[config.mk]
export PLATFORM = sky130hd
export DESIGN_NAME = mmio_led_timer
export DESIGN_NICKNAME = d
export VERILOG_FILES = /design/src/rtl/mmio_led_timer.sv
export SDC_FILE = /design/constraint.sdc
export NUM_CORES = 1
export LEC_CHECK = 0
export ABC_CLOCK_PERIOD_IN_PS = 2920
export BUFFER_PORTS_ARGS = -buffer_cell sky130_fd_sc_hd__buf_2
export CAP_MARGIN = 20
export CORE_MARGIN = 5
export CORE_UTILIZATION = 59
export CTS_BUF_LIST = sky130_fd_sc_hd__clkbuf_4 sky130_fd_sc_hd__clkbuf_8
export DETAILED_ROUTE_END_ITERATION = 8
export GPL_TIMING_DRIVEN = 0
export PLACE_DENSITY = 0.92
export SLEW_MARGIN = 20
export SYNTH_ARGS = -nofsm -noshare
export SYNTH_HDL_FRONTEND = slang
export SYNTH_SLANG_ARGS = --single-unit
[constraint.sdc]
create_clock -name clk -period 2.92 [get_ports clk]
set_clock_uncertainty 0.2 [all_clocks]
set_input_delay 0.292 -clock clk [delete_from_list [all_inputs] [get_ports clk]]
set_output_delay 0.292 -clock clk [all_outputs]
set_load 0.1 [all_outputs]
[src/rtl/mmio_led_timer.sv]
// MMIO peripheral window: LED register, synchronized buttons, free-running timer (optional compare/irq via MMIO_TIMER_CMP_EN).
// Latency: mem_ready pulses for one cycle, WAIT_CYCLES+1 edges after mem_valid is first sampled with a window hit.
// Backpressure: one request at a time; after the ready pulse, mem_valid must be seen low before a new request is accepted.
module mmio_led_timer #(
    parameter logic [31:0] BASE_ADDR   = 32'h1000_0000,
    parameter int unsigned WAIT_CYCLES = 1,
    parameter logic [7:0]  LED_INIT    = 8'h00
) (
    input  logic        clk,
    input  logic        reset_n,
    input  logic        mem_valid,
    output logic        mem_ready,
    input  logic [31:0] mem_addr,
    input  logic [31:0] mem_wdata,
    input  logic [3:0]  mem_wstrb,
    output logic [31:0] mem_rdata,
    output logic [7:0]  led,
    input  logic [6:0]  btn,
    output logic        irq
);

    typedef enum logic [1:0] {
        ST_IDLE  = 2'd0,
        ST_WAIT  = 2'd1,
        ST_RESP  = 2'd2,
        ST_DRAIN = 2'd3
    } state_t;

    localparam logic [3:0] WAIT_INIT = 4'(WAIT_CYCLES);

    state_t      state_q, state_d;
    logic [3:0]  cnt_q, cnt_d;
    logic [1:0]  reg_q, reg_d;
    logic [31:0] wdata_q, wdata_d;
    logic [3:0]  wstrb_q, wstrb_d;
    logic [31:0] rdata_q, rdata_d;
    logic [7:0]  led_q, led_d;
    logic [31:0] timer_q, timer_d;
    logic [6:0]  btn_meta_q, btn_sync_q;
    logic [31:0] rd_mux;
    logic [31:0] cmp_rd;
    logic        hit;
    logic        commit;
    logic        is_write;
    logic        unused_addr_bits;

    // Byte offset bits carry no meaning for word registers.
    assign unused_addr_bits = ^mem_addr[1:0];

    assign hit      = (mem_addr[31:4] == BASE_ADDR[31:4]);
    assign is_write = |wstrb_q;

    // Request sequencing: accept, count down the wait, respond once, then drain until valid drops.
    always_comb begin
        state_d = state_q;
        cnt_d   = cnt_q;
        reg_d   = reg_q;
        wdata_d = wdata_q;
        wstrb_d = wstrb_q;
        commit  = 1'b0;
        case (state_q)
            ST_IDLE: begin
                if (mem_valid && hit) begin
                    reg_d   = mem_addr[3:2];
                    wdata_d = mem_wdata;
                    wstrb_d = mem_wstrb;
                    cnt_d   = WAIT_INIT;
                    state_d = ST_WAIT;
                end
            end
            ST_WAIT: begin
                if (cnt_q == 4'd0) begin
                    commit  = 1'b1;
                    state_d = ST_RESP;
                end else begin
                    cnt_d = cnt_q - 4'd1;
                end
            end
            ST_RESP: begin
                state_d = ST_DRAIN;
            end
            ST_DRAIN: begin
                if (!mem_valid) begin
                    state_d = ST_IDLE;
                end
            end
            default: begin
                state_d = ST_IDLE;
            end
        endcase
    end

    // Read mux over the latched word offset.
    always_comb begin
        rd_mux = '0;
        case (reg_q)
            2'd0:    rd_mux = {24'b0, led_q};
            2'd1:    rd_mux = {25'b0, btn_sync_q};
            2'd2:    rd_mux = timer_q;
            default: rd_mux = cmp_rd;
        endcase
    end

    // Register updates: the timer always advances, a strobed write overrides individual bytes.
    always_comb begin
        led_d   = led_q;
        timer_d = timer_q + 32'd1;
        rdata_d = '0;
        if (commit && !is_write) begin
            rdata_d = rd_mux;
        end
        if (commit && is_write) begin
            if ((reg_q == 2'd0) && wstrb_q[0]) begin
                led_d = wdata_q[7:0];
            end
            if (reg_q == 2'd2) begin
                for (int b = 0; b < 4; b++) begin
                    if (wstrb_q[b]) begin
                        timer_d[8*b +: 8] = wdata_q[8*b +: 8];
                    end
                end
            end
        end
    end

    // State, request latches, registers and the button synchronizer.
    always_ff @(posedge clk or negedge reset_n) begin
        if (!reset_n) begin
            state_q    <= ST_IDLE;
            cnt_q      <= '0;
            reg_q      <= '0;
            wdata_q    <= '0;
            wstrb_q    <= '0;
            rdata_q    <= '0;
            led_q      <= LED_INIT;
            timer_q    <= '0;
            btn_meta_q <= '0;
            btn_sync_q <= '0;
        end else begin
            state_q    <= state_d;
            cnt_q      <= cnt_d;
            reg_q      <= reg_d;
            wdata_q    <= wdata_d;
            wstrb_q    <= wstrb_d;
            rdata_q    <= rdata_d;
            led_q      <= led_d;
            timer_q    <= timer_d;
            btn_meta_q <= btn;
            btn_sync_q <= btn_meta_q;
        end
    end

`ifdef MMIO_TIMER_CMP_EN
    logic [31:0] cmp_q, cmp_d;
    logic        irq_q, irq_d;
    logic        cmp_wr;

    // Compare register and sticky match flag; a CMP write clears the flag even on a simultaneous match.
    always_comb begin
        cmp_d  = cmp_q;
        cmp_wr = commit && is_write && (reg_q == 2'd3);
        irq_d  = irq_q | (timer_q == cmp_q);
        if (cmp_wr) begin
            for (int b = 0; b < 4; b++) begin
                if (wstrb_q[b]) begin
                    cmp_d[8*b +: 8] = wdata_q[8*b +: 8];
                end
            end
            irq_d = 1'b0;
        end
    end

    // Compare state registers.
    always_ff @(posedge clk or negedge reset_n) begin
        if (!reset_n) begin
            cmp_q <= 32'hFFFF_FFFF;
            irq_q <= 1'b0;
        end else begin
            cmp_q <= cmp_d;
            irq_q <= irq_d;
        end
    end

    assign cmp_rd = cmp_q;
    assign irq    = irq_q;
`else
    assign cmp_rd = '0;
    assign irq    = 1'b0;
`endif

    assign mem_ready = (state_q == ST_RESP);
    assign mem_rdata = rdata_q;
    assign led       = led_q;

endmodule

Word level (Yosys, flattened, before mapping). Index checks and enable logic that the tools add are counted.

$add $sub $neg: 2. Equal/unequal tests: 10. Reductions and logical operators: 14. Mux-type cells: 17.

Operators with widths (number): $mux W32 (3); $pmux W32 S3 (1); $add A32 B1 Y32 const B (1); $mux W8 (4); $eq A28 B25 Y1 const B (1); $mux W4 (2); $ne A2 B2 Y1 const B (4); $pmux W2 S4 (1); $pmux W4 S2 (1); $eq A2 B2 Y1 const B (3); $mux W2 (3); $reduce_and A3 Y1 (2); $eq A2 B1 Y1 const B (2); $logic_and A1 B1 Y1 (4); $logic_not A2 Y1 (2); $logic_not A4 Y1 (1); $reduce_and A2 Y1 (2); $reduce_or A4 Y1 (1); $sub A4 B1 Y4 const B (1); $mux W1 (2); $reduce_bool A2 Y1 (1); $logic_not A1 Y1 (1).

Output and inout bits: 42. Bits in registers: 130. Word-level logic and storage cells: 53.

Depth between registers and ports, before layout.
Depth after elaboration: 5. Mapped depth: 9. Mapped depth without buffers: 7.

Worst setup path after synthesis. OpenSTA, ideal clock, no wires.

Path kind: input to register. From: in mem_addr[12]. To: reg reg_q[0]. Buffers on the path: 3. Stages on the path: 8. Slack: 0.906 ns. Data required time: 2.595 ns. Data arrival time: 1.689 ns. Setup time: 0.125 ns. Cells stage by stage: nor4_2 -> nand4_1 -> or2_1 -> buf_6 -> nor2_8 -> buf_12 -> buf_12 -> mux2_4.

Longest elaborated chain between the ends: 3.

RTL lines: from (decl) (line 13) `input logic [31:0] mem_addr,`; $eq A28 B25 Y1 (line 50) `assign hit = (mem_addr[31:4] == BASE_ADDR[31:4]);`; $logic_and A1 B1 Y1 (line 63) `if (mem_valid && hit) begin`; $reduce_and A2 Y1 (no source line); to (signal assigned) (line 142) `reg_q <= reg_d;`; to (decl) (line 33) `logic [1:0] reg_q, reg_d;`.

No other way between the ends. A chain may end at the register's enable or synchronous reset.

Worst setup path in the final report.
From: reg state_q[1]. To: reg timer_q[28].

Longest elaborated chain between the ends: 4.

RTL lines: from (decl) (line 31) `state_t state_q, state_d;`; from (signal assigned) (line 140) `state_q <= state_d;`; $eq A2 B1 Y1 (line 61) `case (state_q)`; $mux W1 (line 61); $logic_and A1 B1 Y1 (line 112) `if (commit && is_write) begin`; $mux W32 (line 112); net timer_d[28] (line 38) `logic [31:0] timer_q, timer_d;`; to (signal assigned) (line 147) `timer_q <= timer_d;`; to (decl) (line 38).

The timed path passes the listed nets, and every way through them passes these cells.

==> results.sh <==
export IMPL_first_iter_violations=219
export IMPL_die_area_um2=11700
export IMPL_synth_cell_types=44
export IMPL_fmax_mhz=405
export IMPL_top_usage_layer="met2"
export IMPL_maxCapViolations=0
export IMPL_crit_chain="inv_1 -> ha_1 -> nand4bb_1 -> nor2_1 -> and2_1 -> clkbuf_1 -> buf_2 -> nand2_1 -> o21ai_0"
export IMPL_met2_usage=0.410
export IMPL_initial_utilization=0.610
export IMPL_use_met3=0.0609
export IMPL_peakVddDrop_mv=0.796
export IMPL_fin_crit_ns=2.47
export IMPL_slowest_delay_ns=0.43
export IMPL_core_region_area_um2=9330
export IMPL_rsz0062_at_grt="false"
export IMPL_p_sw_frac=0.280
export IMPL_ant_nets=0
export IMPL_worstPathMaxFanout=10
export IMPL_p_leak_nw=3.68
export IMPL_endpoint_kind="register"
export IMPL_ys_ff_latch=130
export IMPL_drt_wl_total_mm=12.9
export IMPL_status="complete, no violations"
export IMPL_drt_wirelength_per_cell_um=16.1
export IMPL_yosysWarnings=0
export IMPL_r2r_slack_ns=0.45
export IMPL_clkTransAtPathRegs_ns=0.08
export IMPL_power_internal_mw=2.95
export IMPL_worst_hold_slack_ns=0.0607
export IMPL_antenna_found_initial=0
export IMPL_ios=120
export IMPL_async_reset_ff_frac=1.00
export IMPL_cp_arrival_ns=2.62
export IMPL_first_pass_iters=5
export IMPL_ys_flop_type="dfrtp_1"
export IMPL_io_buffers=116
export IMPL_pwr_share_clk=0.401
export IMPL_grt_ovfl_total=0
export IMPL_crit_type="register to register"
export IMPL_avgSynthCellArea_um2=12.0
export IMPL_fin_nets=741
export IMPL_slowest_stage="dfrtp_1"
export IMPL_cts_root_buffer="clkbuf_8"
export IMPL_met1_usage=0.280
export IMPL_worst_pin_slew_ns=0.675
export IMPL_diodes=0
export IMPL_setup_viol=0
export IMPL_pwr_share_seq=0.462
export IMPL_slew_viol_final=0
export IMPL_p_per_area_nw_per_um2=557
export IMPL_grt_max_degree=76
export IMPL_track_usage=0.235
export IMPL_htreeDepth=4
export IMPL_synth_area_um2=5690
export IMPL_cts_tree="yes"
export IMPL_first_global_vias=4440
export IMPL_avgViaCountPerCell=5.30
export IMPL_clkSinkCount=130
export IMPL_hold_class="input pin to register"
export IMPL_cp_start_kind="register"
export IMPL_period_share=0.845
export IMPL_drc=0
export IMPL_p_comb_frac=0.138
export IMPL_gp_congestion=0.926
export IMPL_clk_latency_ns=0.45
export IMPL_power_switching_mw=1.14
export IMPL_synthDominantCellAreaShare=0.572
export IMPL_syn_to_final_growth_pct=29.3
export IMPL_fin_tns_setup_ns=0
export IMPL_worst_slack_ns=0.452
export IMPL_crit_required_ns=3.07
export IMPL_grt_pass1_wl_mm=21.2
export IMPL_synth_top_area_cell="dfrtp_1"
export IMPL_yosysSeqAreaShare=0.572
export IMPL_slew_headroom=0.550
export IMPL_cts_buffers=17
export IMPL_die_x_um=108
export IMPL_preCtsSetupSlack_ns=0.532
export IMPL_synth_edf_count=0
export IMPL_final_cell_mix="130 x dfrtp_1, 117 x buf_2, 54 x nor2_1"
export IMPL_ys_top_cells_by_area="dfrtp_1 57%, mux2_2 5.7%, mux2_4 5.3%"
export IMPL_syn_inst=473
export IMPL_dpl_hpwl_mm=8.72
export IMPL_vias=4223
export IMPL_clockBufferDepth=2
export IMPL_drive_above_1_share=0.322
export IMPL_synth_fp_nets=559
export IMPL_die_h_um=108
export IMPL_hold_violations=0
export IMPL_num_rows=35
export IMPL_final_common_cell="dfrtp_1"
logic make-up (layout without fill, tap and decap cells):
group                      Yosys count  in the layout  synth area share
and+or+nand+nor                    168            168             0.158
DFF                                130            130             0.572
muxes                               58             58             0.126
AOI/OAI and AO/OA                   49             49            0.0467
xor gates and xnor gates            30             30            0.0462
buffers and inverters               29            224            0.0321
adders and majority gates            8              8            0.0176
other                                1              1          0.000660
final cells by class:
type,instances,area [µm²]
Sequential cell,130,3250
Fill cell,562,1970
Multi-Input combinational cell,314,2250
Tap cell,129,161
Clock buffer,17,234
Clock inverter,15,198
Inverter,11,41.3
Buffer,18,141
Timing Repair Buffer,163,1070
worst max-delay path: cells and delay by family (launching register included):
kind                       cells  cell delay (ns)
and+or+nand+nor                4             0.73
buffers and inverters          3             0.65
adders and majority gates      1             0.26
DFF                            1             0.43
AOI/OAI and AO/OA              1             0.09
cell usage after synthesis (11+ instances only):
master     n
dfrtp_1  130
nand3_1   20
nand4_1   13
mux2_4    20
mux2_2    29
xor2_1    21
o21ai_0   12
a21oi_1   31
inv_1     11
nor2_1    54
nand2_1   24
and2_1    22
stage by stage:
stage / power (mW) / cell area, µm² / utilization / instances
5_1_grt: 4.28 / 7350 / 0.788 / 797
3_5_place_dp: 2.43 / 6460 / 0.693 / 719
2_1_floorplan: 2.25 / 5690 / - / 473
4_1_cts: 4.11 / 7350 / 0.788 / 797
3_3_place_gp: 2.38 / 6430 / 0.689 / 718
6_report: 4.09 / 7350 / 0.788 / 797
routing by layer:
metal / up-vias / wire, µm / part of all wire
li1: 1991 / - / -
met1: 2057 / 5030 / 0.39
met2: 152 / 6740 / 0.52
met3: 23 / 829 / 0.064
met4: 0 / 261 / 0.020
met5: - / 0 / 0
state kept, by name (all words and copies together), names as in the netlist:
name and flops:
mem_rdata 32, timer_q 32, wdata_q 32, led 8
btn_meta_q 7, btn_sync_q 7, cnt_q 4, wstrb_q 4
reg_q 2, state_q 2
power groups by stage:
stage | logic (mW) | clock network, mW | registers, mW
floorplan | 0.338 | 0 | 1.91
global placement | 0.459 | 0 | 1.92
detailed placement | 0.506 | 0 | 1.92
CTS | 0.554 | 1.67 | 1.89
global route | 0.625 | 1.76 | 1.89
finish | 0.563 | 1.64 | 1.89
what timing repair did:
item	in CTS	in global routing
hold buffers	46	0
endpoints found under the hold margin	119	0
resized for setup	0	0
setup buffers	0	0
worst paths after layout:
path                                 endpoint  cells after the start     startpoint
worst min-delay path               state_q[0]                      4      mem_valid
worst max-delay path              timer_q[28]                      9     state_q[1]
min in group asynchronous         timer_q[18]                      2        reset_n
max in group asynchronous       btn_sync_q[0]                      3        reset_n
worst max register to register    timer_q[28]                      9     state_q[1]
worst min register to register  btn_sync_q[5]                      0  btn_meta_q[5]
No activity file was read; power rests on OpenSTA's default activity.
